[config.mk]
export PLATFORM = sky130hd
export DESIGN_NAME = spi_slave_ctrl
export DESIGN_NICKNAME = d
export VERILOG_FILES = /design/src/rtl/spi_pkg.sv /design/src/rtl/spi_sync_edge.sv /design/src/rtl/spi_slave_ctrl.sv
export SDC_FILE = /design/constraint.sdc
export NUM_CORES = 1
export LEC_CHECK = 0
export ABC_AREA = 1
export BUFFER_PORTS_ARGS = -buffer_cell sky130_fd_sc_hd__buf_2
export CORE_MARGIN = 2
export CORE_UTILIZATION = 30
export CTS_CLUSTER_SIZE = 30
export DETAILED_ROUTE_END_ITERATION = 6
export PLACE_DENSITY_LB_ADDON = 0.05
export SYNTH_ARGS = -nofsm -noshare
export SYNTH_HDL_FRONTEND = slang
export SYNTH_SLANG_ARGS = --single-unit
[constraint.sdc]
create_clock -name clk -period 1.9 [get_ports clk]
set_clock_uncertainty 0.05 [all_clocks]
set_input_delay 0.57 -clock clk [delete_from_list [all_inputs] [get_ports clk]]
set_output_delay 0.57 -clock clk [all_outputs]
set_load 0.05 [all_outputs]
[src/rtl/spi_pkg.sv]
// Shared types and constants for the SPI responder and its input conditioning.
package spi_pkg;

    localparam int unsigned MAX_DATA_W = 32;
    localparam int unsigned SYNC_STAGES = 2;

    // Word shifted out when the host has nothing queued.
    localparam logic [MAX_DATA_W-1:0] FILL_DEFAULT = '1;

    typedef enum logic [1:0] {
        IDLE  = 2'd0,
        LOAD  = 2'd1,
        SHIFT = 2'd2
    } spi_state_e;

    typedef struct packed {
        logic cpol;
        logic cpha;
    } spi_mode_t;

endpackage

[src/rtl/spi_sync_edge.sv]
// Multi-stage synchronizer for one asynchronous pad input, with registered
// rise/fall pulses one cycle behind the synchronized level.
module spi_sync_edge #(
    parameter int unsigned STAGES  = 2,
    parameter bit          RST_VAL = 1'b0
) (
    input  logic clk,
    input  logic rst,
    input  logic din,
    output logic level,
    output logic rise,
    output logic fall
);

    logic [STAGES-1:0] sync_q;
    logic              prev_q;

    always_ff @(posedge clk or posedge rst) begin
        if (rst) begin
            sync_q <= {STAGES{RST_VAL}};
            prev_q <= RST_VAL;
            rise   <= 1'b0;
            fall   <= 1'b0;
        end else begin
            sync_q <= {sync_q[STAGES-2:0], din};
            prev_q <= sync_q[STAGES-1];
            rise   <= sync_q[STAGES-1] & ~prev_q;
            fall   <= ~sync_q[STAGES-1] & prev_q;
        end
    end

    assign level = sync_q[STAGES-1];

endmodule

[src/rtl/spi_slave_ctrl.sv]
// SPI responder: oversamples the SPI pads on clk, shifts full-duplex frames
// MSB-first and exposes ready/valid rx and tx word interfaces.
module spi_slave_ctrl
    import spi_pkg::*;
#(
    parameter int unsigned        DATA_W = 8,
    parameter bit                 CPOL   = 1'b0,
    parameter bit                 CPHA   = 1'b0,
    parameter logic [DATA_W-1:0]  FILL   = FILL_DEFAULT[DATA_W-1:0]
) (
    input  logic              clk,
    input  logic              rst,
    input  logic              sclk_i,
    input  logic              mosi_i,
    input  logic              cs_n_i,
    output logic              miso_o,
    output logic              miso_oe,
    output logic [DATA_W-1:0] rx_data,
    output logic              rx_valid,
    input  logic              rx_ready,
    input  logic [DATA_W-1:0] tx_data,
    input  logic              tx_valid,
    output logic              tx_ready,
    output logic              busy,
    output logic              overrun,
    output logic              underrun
);

    localparam int unsigned       CNT_W    = $clog2(DATA_W);
    localparam logic [CNT_W-1:0]  LAST_BIT = CNT_W'(DATA_W - 1);
    localparam spi_mode_t         MODE     = '{cpol: CPOL, cpha: CPHA};

    logic sclk_level, sclk_rise, sclk_fall;
    logic mosi_level, mosi_rise, mosi_fall;
    logic cs_level,   cs_rise,   cs_fall;
    logic unused_edges;

    spi_sync_edge #(.STAGES(SYNC_STAGES), .RST_VAL(CPOL)) u_sync_sclk (
        .clk   (clk),
        .rst   (rst),
        .din   (sclk_i),
        .level (sclk_level),
        .rise  (sclk_rise),
        .fall  (sclk_fall)
    );

    spi_sync_edge #(.STAGES(SYNC_STAGES), .RST_VAL(1'b1)) u_sync_mosi (
        .clk   (clk),
        .rst   (rst),
        .din   (mosi_i),
        .level (mosi_level),
        .rise  (mosi_rise),
        .fall  (mosi_fall)
    );

    spi_sync_edge #(.STAGES(SYNC_STAGES), .RST_VAL(1'b1)) u_sync_cs (
        .clk   (clk),
        .rst   (rst),
        .din   (cs_n_i),
        .level (cs_level),
        .rise  (cs_rise),
        .fall  (cs_fall)
    );

    assign unused_edges = sclk_level ^ mosi_rise ^ mosi_fall;

    // Leading edge moves sclk away from its idle level; CPHA picks which edge samples.
    logic lead_c, trail_c, sample_c, shift_c;
    assign lead_c   = MODE.cpol ? sclk_fall : sclk_rise;
    assign trail_c  = MODE.cpol ? sclk_rise : sclk_fall;
    assign sample_c = MODE.cpha ? trail_c : lead_c;
    assign shift_c  = MODE.cpha ? lead_c  : trail_c;

    spi_state_e        state_q, state_d;
    logic [CNT_W-1:0]  cnt_q, cnt_d;
    logic [DATA_W-1:0] rx_sr_q, rx_sr_d;
    logic [DATA_W-1:0] tx_sr_q, tx_sr_d;
    logic [DATA_W-1:0] hold_q, hold_d;
    logic [DATA_W-1:0] rx_data_d;
    logic [DATA_W-1:0] tx_next;
    logic              miso_d, miso_oe_d, rx_valid_d, tx_ready_d;
    logic              busy_d, overrun_d, underrun_d;
    logic              do_load, do_present, complete;

    always_comb begin
        state_d    = state_q;
        cnt_d      = cnt_q;
        rx_sr_d    = rx_sr_q;
        tx_sr_d    = tx_sr_q;
        hold_d     = hold_q;
        rx_data_d  = rx_data;
        miso_d     = miso_o;
        miso_oe_d  = miso_oe;
        rx_valid_d = rx_valid;
        tx_ready_d = tx_ready;
        overrun_d  = overrun;
        underrun_d = 1'b0;
        busy_d     = ~cs_level;
        do_load    = 1'b0;
        do_present = 1'b0;
        complete   = 1'b0;
        tx_next    = tx_sr_q;

        if (cs_rise) begin
            // Deselect aborts whatever frame is in flight.
            state_d   = IDLE;
            cnt_d     = '0;
            miso_oe_d = 1'b0;
        end else begin
            case (state_q)
                IDLE: begin
                    if (cs_fall) begin
                        state_d   = LOAD;
                        miso_oe_d = 1'b1;
                    end
                end
                LOAD: begin
                    do_load    = 1'b1;
                    do_present = !MODE.cpha;
                    cnt_d      = '0;
                    state_d    = SHIFT;
                end
                SHIFT: begin
                    if (sample_c) begin
                        rx_sr_d = {rx_sr_q[DATA_W-2:0], mosi_level};
                        if (cnt_q == LAST_BIT) begin
                            cnt_d      = '0;
                            complete   = 1'b1;
                            do_load    = 1'b1;
                            do_present = !MODE.cpha;
                        end else begin
                            cnt_d = cnt_q + CNT_W'(1);
                        end
                    end else if (shift_c && (MODE.cpha || cnt_q != '0)) begin
                        // CPHA=0 already presented the MSB at load time; skip the
                        // trailing edge that closes a frame.
                        do_present = 1'b1;
                    end
                end
                default: state_d = IDLE;
            endcase
        end

        if (rx_valid && rx_ready) begin
            rx_valid_d = 1'b0;
        end
        if (complete) begin
            rx_data_d  = rx_sr_d;
            rx_valid_d = 1'b1;
            if (rx_valid && !rx_ready) begin
                overrun_d = 1'b1;
            end
        end

        // Load takes the holding register content, or FILL when it is empty.
        if (do_load) begin
            if (tx_ready) begin
                tx_next    = FILL;
                underrun_d = 1'b1;
            end else begin
                tx_next    = hold_q;
                tx_ready_d = 1'b1;
            end
        end
        if (do_present) begin
            miso_d  = tx_next[DATA_W-1];
            tx_next = {tx_next[DATA_W-2:0], 1'b0};
        end
        tx_sr_d = tx_next;

        if (tx_valid && tx_ready) begin
            hold_d     = tx_data;
            tx_ready_d = 1'b0;
        end
    end

    always_ff @(posedge clk or posedge rst) begin
        if (rst) begin
            state_q  <= IDLE;
            cnt_q    <= '0;
            rx_sr_q  <= '0;
            tx_sr_q  <= '0;
            hold_q   <= '0;
            rx_data  <= '0;
            miso_o   <= 1'b1;
            miso_oe  <= 1'b0;
            rx_valid <= 1'b0;
            tx_ready <= 1'b1;
            busy     <= 1'b0;
            overrun  <= 1'b0;
            underrun <= 1'b0;
        end else begin
            state_q  <= state_d;
            cnt_q    <= cnt_d;
            rx_sr_q  <= rx_sr_d;
            tx_sr_q  <= tx_sr_d;
            hold_q   <= hold_d;
            rx_data  <= rx_data_d;
            miso_o   <= miso_d;
            miso_oe  <= miso_oe_d;
            rx_valid <= rx_valid_d;
            tx_ready <= tx_ready_d;
            busy     <= busy_d;
            overrun  <= overrun_d;
            underrun <= underrun_d;
        end
    end

endmodule

Word level (Yosys, flattened, before mapping)
Cells that the tools add are included.
- add/sub/neg operators: 1
- eq/ne operators: 6
- muxes and demuxes: 32
- bitwise operators: 8
- reduce and logical (&&, ||, !) cells: 16
- operators with widths (cell ; count):
    $mux W8 ; 6
    $mux W1 ; 17
    $mux W3 ; 3
    $reduce_and A2 Y1 ; 4
    $reduce_bool A2 Y1 ; 4
    $ne A3 B1 Y1 const B ; 2
    $pmux W2 S3 ; 1
    $pmux W3 S2 ; 1
    $reduce_bool A3 Y1 ; 2
    $and A1 B1 Y1 ; 4
    $logic_and A1 B1 Y1 ; 4
    $mux W2 ; 2
    $not A1 Y1 ; 4
    $pmux W1 S2 ; 2
    $add A3 B1 Y3 const B ; 1
    $eq A3 B3 Y1 const B ; 1
    $eq A2 B1 Y1 const B ; 1
    $eq A2 B2 Y1 const B ; 1
    $logic_not A2 Y1 ; 1
    $ne A2 B1 Y1 const B ; 1
    $logic_not A1 Y1 ; 1
- register bits: 56
- input bits: 15
- output and inout bits: 15
- logic and storage cells: 85

Logic depth before layout (Yosys ltp)
Gate-level depths: netlist of run 1.
- word-level depth: 7
- depth in mapped cells: 9
- gate-level depth less buffers: 9

Modules after synthesis
Synthesis of run 1 repeated with hierarchy kept, for this count alone.
- cell total of the unflattened synthesis: 262
- area total of the unflattened synthesis: 2431.1 µm²
- modules (own cells, without submodules) (module ; times used ; cells an instance ; area an instance (µm²) ; sequential area each (µm²)):
    spi_slave_ctrl ; 1 ; 232 ; 1991.9 ; 1078.5
    spi_sync_edge (u_sync_cs ...) ; 2 ; 10 ; 147.6 ; 128.9
    spi_sync_edge (u_sync_sclk) ; 1 ; 10 ; 143.9 ; 125.1

Worst setup path before layout of run 1
No wires, ideal clock.
- path kind: register -> register
- start point: register state_q[0]
- end point: register tx_sr_q[7]
- library setup time: 0.125 ns
- arrival: 1.404 ns
- required time: 1.725 ns
- path slack: 0.321 ns
- cell stages (with the launch flop): 9
- path buffers: 1
- clock period less this slack: 1.579 ns
- path through: dfrtp_1 > inv_1 > ha_1 > inv_1 > nor2_4 > nand2_4 > buf_2 > nand3_1 > nand3_1
- cells in the longest elaborated chain, start to end: 5
- elaborated cells between the ends (all ways): 8
- classes of those cells: eq/ne (2); mux (6)
- ends and longest elaborated chain (item ; line ; source):
    start: declaration ; spi_slave_ctrl.sv:74 ; spi_state_e state_q, state_d;
    start signal: assignment ; spi_slave_ctrl.sv:193 ; state_q <= state_d;
    $eq A2 B2 Y1 or $eq A2 B1 Y1 (tied branches) ; spi_slave_ctrl.sv:110 ; case (state_q)
    $pmux W1 S2 ; spi_slave_ctrl.sv:110 ;
    $mux W1 ; spi_slave_ctrl.sv:104 ; if (cs_rise) begin
    $mux W8 ; spi_slave_ctrl.sv:156 ; if (do_load) begin
    $mux W8 * ; spi_slave_ctrl.sv:165 ; if (do_present) begin
    named net tx_next[7] ; spi_slave_ctrl.sv:80 ; logic [DATA_W-1:0] tx_next;
    end signal: assignment ; spi_slave_ctrl.sv:196 ; tx_sr_q <= tx_sr_d;
    end: declaration ; spi_slave_ctrl.sv:77 ; logic [DATA_W-1:0] tx_sr_q, tx_sr_d;
Mark *: on every way through the listed nets, which the timed path passes. The rest lies on a longest branch.
A chain may end at the register's enable or synchronous reset.

Worst setup path after layout of run 1
- start point: register tx_ready
- end point: output tx_ready
- RTL lines (item ; line ; source):
    start: declaration ; spi_slave_ctrl.sv:23 ; output logic tx_ready,
    start signal: assignment ; spi_slave_ctrl.sv:202 ; tx_ready <= tx_ready_d;
No word-level cell between the ends.

==> run_results.csv, run 1 <==
group,metric,value,unit
die,die_area,0.00832,mm²
timing,post-route-period-util,92.0,%
die,die_y,91.2,µm
setup_path,crit_arrival,1130,ps
layout,final_area,0.00271,mm²
timing,slew_headroom,74.6,%
cts,clock-sinks,55,
layout,drive_above_1_share,20.5,%
cts,cts_tree,"built",
route,num_vias,1631,
logic_synthesis,ys_seq_area_share,60.7,%
route,first_pass_iters,4,
placement,place.gp.congestion,0.699,
setup_path,reg2regPathDepth,8,
placement,dpl.hpwl,2960,µm
timing,setup_violations,0,
cts,clkLatencyLatePin,310,ps
setup_path,cp_num_buf_inv,1,
cts,root_buffer,"clkbuf_8",
timing,max_freq,572,MHz
logic_synthesis,synth_nets,270,
logic_synthesis,syn_area,0.00228,mm²
global_route,antenna_found_initial,0,
timing,max_slew.worst_pin.slew,377,ps
logic_synthesis,synthCells,248,
layout,final_nets,309,
setup_path,cp-start-kind,"flip-flop",
layout,syn_to_final_growth,18.9,%
cts,ctsHtreeMaxLevel,2,
logic_synthesis,synth-seq-cells,55,
cts,clockBufferDepth,2,
global_route,grt_pass1_wl,7650,µm
power,peakVddDrop,0.326,mV
timing,maxSlewViolCount,0,
job,max_cap_viol_count,0,
logic_synthesis,ys_types,22,
route,drt_iter0_markers,65,
route,avgRoutedWirePerCell,11.1,µm
global_route,grtUsageTotal,11.6,%
power,p_leak,1.41,nW
route,finalWirelength,4290,µm
setup_path,crit_start,"tx_ready",
logic_synthesis,yosysWarnings,0,
worst_hold_path,min_path_type,"in -> async",
power,powerDensity,1260,mW/mm²
setup_path,timing.rr.end,"tx_sr_q[1]",
status,status,"complete, no violations",
route,drc,0,
placement,numPortBuffers,29,
cts,cts_inserted_buffers,5,
die,ios,30,
setup_path,crit_fanout,6,
timing,hold_viol,0,
setup_path,r2r_slack,190,ps
die,start_util,31.3,%
die,die_x,91.2,µm
timing,tns,0,ps
route,via_per_inst,4.21,
setup_path,cp_top_family,"flip-flops",
setup_path,crit_chain,"clkbuf_4",
setup_path,end_kind,"output pin",
die,core_area,0.00729,mm²
die,placementRows,31,
cts,path_clk_slew,100,ps
timing,period_needed,1750,ps
logic_synthesis,syn_area_per_cell,9.20,µm²
global_route,grt_overflow,0,
setup_path,critPathMaxStageDelay,580,ps
placement,dpl-instance-area,0.00257,mm²
setup_path,slowest_stage,"dfstp_2",
setup_path,r2r-start,"cnt_q[0]",
power,p_total,3.42,mW
route,ant_nets,0,
global_route,grt_pass1_vias,1657,
global_route,grt_start_max_net_pins,56,
layout,post-route-util,37.2,%
layout,diodes,0,
setup_path,worstSetupPathType,"reg -> out",
setup_path,critPathRequiredTime,1280,ps
timing,rsz0062_at_grt,"false",
## metal layers
| metal | vias to the layer above | part of all wire, % | GRT usage [%] |
|---|---|---|---|
| met5 | - | 0 | 0 |
| met2 | 21 | 43 | 16.9 |
| met1 | 758 | 52 | 16.5 |
| li1 | 846 | - | - |
| met3 | 6 | 3.7 | 3.24 |
| met4 | 0 | 1.5 | 4.17 |
## cells in the mapped netlist
cell | count | area, µm²
nand2_2 | 3 | 18.8
nor2_4 | 1 | 11.3
o21ai_1 | 8 | 40.0
nor3_1 | 1 | 5.00
clkinv_1 | 1 | 3.75
inv_1 | 33 | 124
o21bai_1 | 1 | 7.51
nor2_1 | 16 | 60.1
nand2_1 | 70 | 263
dfstp_2 | 7 | 184
o22ai_1 | 2 | 12.5
dfrtp_1 | 48 | 1200
nand3_1 | 28 | 140
buf_2 | 4 | 20.0
nand3_2 | 1 | 10.0
nand3b_1 | 1 | 7.51
a21oi_1 | 1 | 5.00
o21ai_0 | 11 | 55.1
o211ai_1 | 1 | 7.51
ha_1 | 7 | 87.6
nand2_4 | 1 | 11.3
inv_2 | 2 | 7.51
## how the worst max path moves through the flow
stage / cells after the start / end / slack, ps
2_1_floorplan: 8 / tx_sr_q[7] / 320
3_3_place_gp: 8 / tx_sr_q[4] / 220
3_5_place_dp: 8 / tx_sr_q[2] / 160
4_1_cts: 1 / tx_ready / 20
5_1_grt: 8 / tx_sr_q[4] / 2
6_report: 1 / tx_ready / 150
## metrics by stage
stage | setup WS (ps) | std cells | hold slack (ps)
global placement | 223 | 375 | 288
floorplan | 321 | 248 | 281
detailed placement | 157 | 375 | 289
CTS | 21.7 | 383 | 270
finish | 152 | 387 | 262
global route | 2.42 | 387 | 281
## kinds of logic (layout without fill, tap and decap cells)
family          after synthesis  in the layout  synth area share, %
compound gates               24             24                 5.59
fa+ha+maj                     7              7                 3.84
buf+inv                      40             80                 6.80
flops                        55             55                 60.7
simple gates                122            122                 23.1
## power breakdown
group	internal (mW)	switching, mW	leakage [nW]	total (mW)
clock network	0.394	0.380	0.0514	0.774
logic	0.381	0.681	0.651	1.06
registers	1.43	0.152	0.707	1.58
total	2.21	1.21	1.41	3.42
## cell type report
type	instances	area [µm²]
fill	796	4580
sequential	55	1390
multi-input combinational	153	742
timing repair buffer	36	213
inverter	36	139
tap	99	124
clock buffer	6	72.6
clock inverter	2	37.5
## sequential cells by signal, indices dropped and copies added (netlist names), 2 cells and up
register / cells
tx_sr_q: 8
rx_data: 8
cnt_q: 3
rx_sr_q: 7
u_sync_mosi.sync_q: 2
state_q: 2
u_sync_cs.sync_q: 2
hold_q: 8
u_sync_sclk.sync_q: 2
## what timing repair did
item / in CTS / in global routing
endpoints found under the setup margin: 0 / 2
resized for setup: 0 / 1
hold buffers: 0 / 0
setup buffers: 0 / 4
## cell usage in the layout (no fill, tap or decap), types with 6 or more instances in the layout
cell type   n
nand2_1    70
nand3_1    28
o21ai_1     8
o21ai_0    11
buf_4       6
inv_1      32
dfrtp_1    48
ha_1        7
nor2_1     16
buf_2      28
dfstp_2     7
No activity file was read; power rests on OpenSTA's default activity.
==> run 2, diff against run 1 <==
--- a/config.mk
+++ b/config.mk
@@ -6,11 +6,12 @@
 export NUM_CORES = 1
 export LEC_CHECK = 0
 export ABC_AREA = 1
-export BUFFER_PORTS_ARGS = -buffer_cell sky130_fd_sc_hd__buf_2
+export CORE_ASPECT_RATIO = 0.7
 export CORE_MARGIN = 2
 export CORE_UTILIZATION = 30
 export CTS_CLUSTER_SIZE = 30
 export DETAILED_ROUTE_END_ITERATION = 6
+export DONT_BUFFER_PORTS = 1
 export PLACE_DENSITY_LB_ADDON = 0.05
 export SYNTH_ARGS = -nofsm -noshare
 export SYNTH_HDL_FRONTEND = slang
==> run 2 against run 1 <==
- critical endpoint is now miso_o
- largest power group unchanged
- fmax down 0.74%
- critical path type is now reg -> reg
- core utilization shrank 2.1 points
- global-route usage increased by 0.31 points
==> run_results.csv, run 2 (same netlist as run 1, synthesis figures left out) <==
group,metric,value,unit
global_route,grtUsageTotal,11.9,%
cts,clkLatencyLatePin,310,ps
die,core_area,0.00732,mm²
timing,max_slew.worst_pin.slew,496,ps
layout,multi_input_area,753,µm²
route,ant_nets,0,
layout,n_fill_cell,739,
setup_path,critPathRequiredTime,2100,ps
die,die_y,77.0,µm
power,seq_power_share,49.7,%
job,max_cap_viol_count,0,
timing,maxSlewViolCount,0,
layout,reg_top3,"hold_q (8), rx_data (8), tx_sr_q (8)",
setup_path,worstSetupPathType,"reg -> reg",
timing,setup_violations,0,
route,drc,0,
timing,post-route-period-util,92.7,%
setup_path,end_kind,"flip-flop",
timing,max_freq,568,MHz
route,finalWirelength,4360,µm
cts,ctsHtreeMaxLevel,2,
worst_hold_path,min_path_type,"in -> async",
die,die_area,0.00833,mm²
die,start_util,31.2,%
placement,numPortBuffers,0,
setup_path,cp_num_buf_inv,3,
power,p_leak,1.27,nW
timing,tns,0,ps
route,avgRoutedWirePerCell,12.2,µm
layout,diodes,0,
power,p_total,3.42,mW
route,drt_iter0_markers,67,
global_route,grt_pass1_vias,1495,
layout,final_nets,280,
timing,rsz0062_at_grt,"false",
cts,cts_tree,"built",
power,p_sw_share,36.5,%
power,power_frac_clock,23.3,%
setup_path,cp_top_family,"simple AND/OR/NAND/NOR gates",
timing,slew_headroom,66.9,%
cts,cts_inserted_buffers,5,
cts,clock-sinks,55,
layout,regArea,0.00139,mm²
layout,post-route-util,35.1,%
layout,final_cell_mix,"nand2_1 (69), dfrtp_1 (48), inv_1 (32)",
setup_path,crit_fanout,5,
cts,root_buffer,"clkbuf_8",
power,p_switching,1.25,mW
die,ios,30,
placement,dpl.hpwl,3090,µm
global_route,grt_start_max_net_pins,34,
setup_path,timing.rr.end,"miso_o",
route,via_per_inst,4.18,
setup_path,crit_start,"state_q[0]",
timing,period_needed,1760,ps
global_route,grt_overflow,0,
global_route,antenna_found_initial,0,
cts,clockBufferDepth,2,
setup_path,r2r-start,"state_q[0]",
power,comb_power_share,27.0,%
setup_path,critPathMaxStageDelay,390,ps
power,powerDensity,1330,mW/mm²
die,placementRows,26,
setup_path,crit_arrival,1960,ps
setup_path,cp-start-kind,"flip-flop",
layout,syn_to_final_growth,12.6,%
layout,final_common_cell,"nand2_1",
die,die_x,108,µm
placement,place.gp.congestion,0.763,
cts,path_clk_slew,100,ps
global_route,grt_pass1_wl,7720,µm
setup_path,slowest_stage,"dfrtp_1",
power,peakVddDrop,0.398,mV
setup_path,crit_chain,"inv_1 > ha_1 > inv_1 > nor2_4 > buf_4 > nand2_1 > nor2_1 > nand3_1 > nand3_1",
status,status,"complete, no violations",
layout,drive_above_1_share,12.4,%
setup_path,r2r_slack,140,ps
power,power.internal,2.17,mW
route,num_vias,1493,
route,first_pass_iters,4,
setup_path,reg2regPathDepth,9,
timing,hold_viol,0,
run 2: how the worst max path moves through the flow:
stage                            end  slack [ps]  cells after the start
after floorplan           tx_sr_q[7]         320                      8
after global placement    tx_sr_q[5]         200                      8
after detailed placement  tx_sr_q[2]         160                      8
after CTS                 tx_sr_q[2]         140                      8
after global routing          miso_o          10                      9
final                         miso_o         140                      9
run 2: metrics by stage:
stage	cell area [µm²]	worst slack [ps]	std cells	hold slack, ps
after global routing	2570	10.1	357	162
after floorplan	2290	321	248	281
after detailed placement	2430	163	347	295
after global placement	2430	202	347	297
final	2570	139	357	145
after CTS	2540	145	355	145
run 2: layout make-up:
| cell class | count | area share, % |
|---|---|---|
| timing repair buffer | 7 | 2.05 |
| multi-input combinational | 153 | 29.3 |
| clock buffer | 5 | 2.68 |
| tap | 98 | 4.77 |
| sequential | 55 | 53.9 |
| clock inverter | 3 | 1.85 |
| inverter | 36 | 5.41 |
run 2: per-layer routing:
metal  up-vias  GRT usage, %  share of wire (%)  wire, µm
met4         0          2.69               0.50        22
li1        797             -                  -         -
met5         -             0                  0         0
met2        15          15.7                 39      1700
met1       679          18.9                 56      2460
met3         2          3.40                4.1       178
run 2: power by group through the flow:
stage | registers (mW) | logic (mW) | clock network [mW]
3_5_place_dp | 1.73 | 0.874 | 0
2_1_floorplan | 1.67 | 0.693 | 0
4_1_cts | 1.70 | 0.878 | 0.835
6_report | 1.70 | 0.925 | 0.797
3_3_place_gp | 1.73 | 0.873 | 0
5_1_grt | 1.73 | 1.10 | 0.883
run 2: repair_timing:
action,in CTS,in global routing
endpoints found under the setup margin,0,2
gates resized for setup,0,2
setup buffers,0,2
hold buffers,0,0
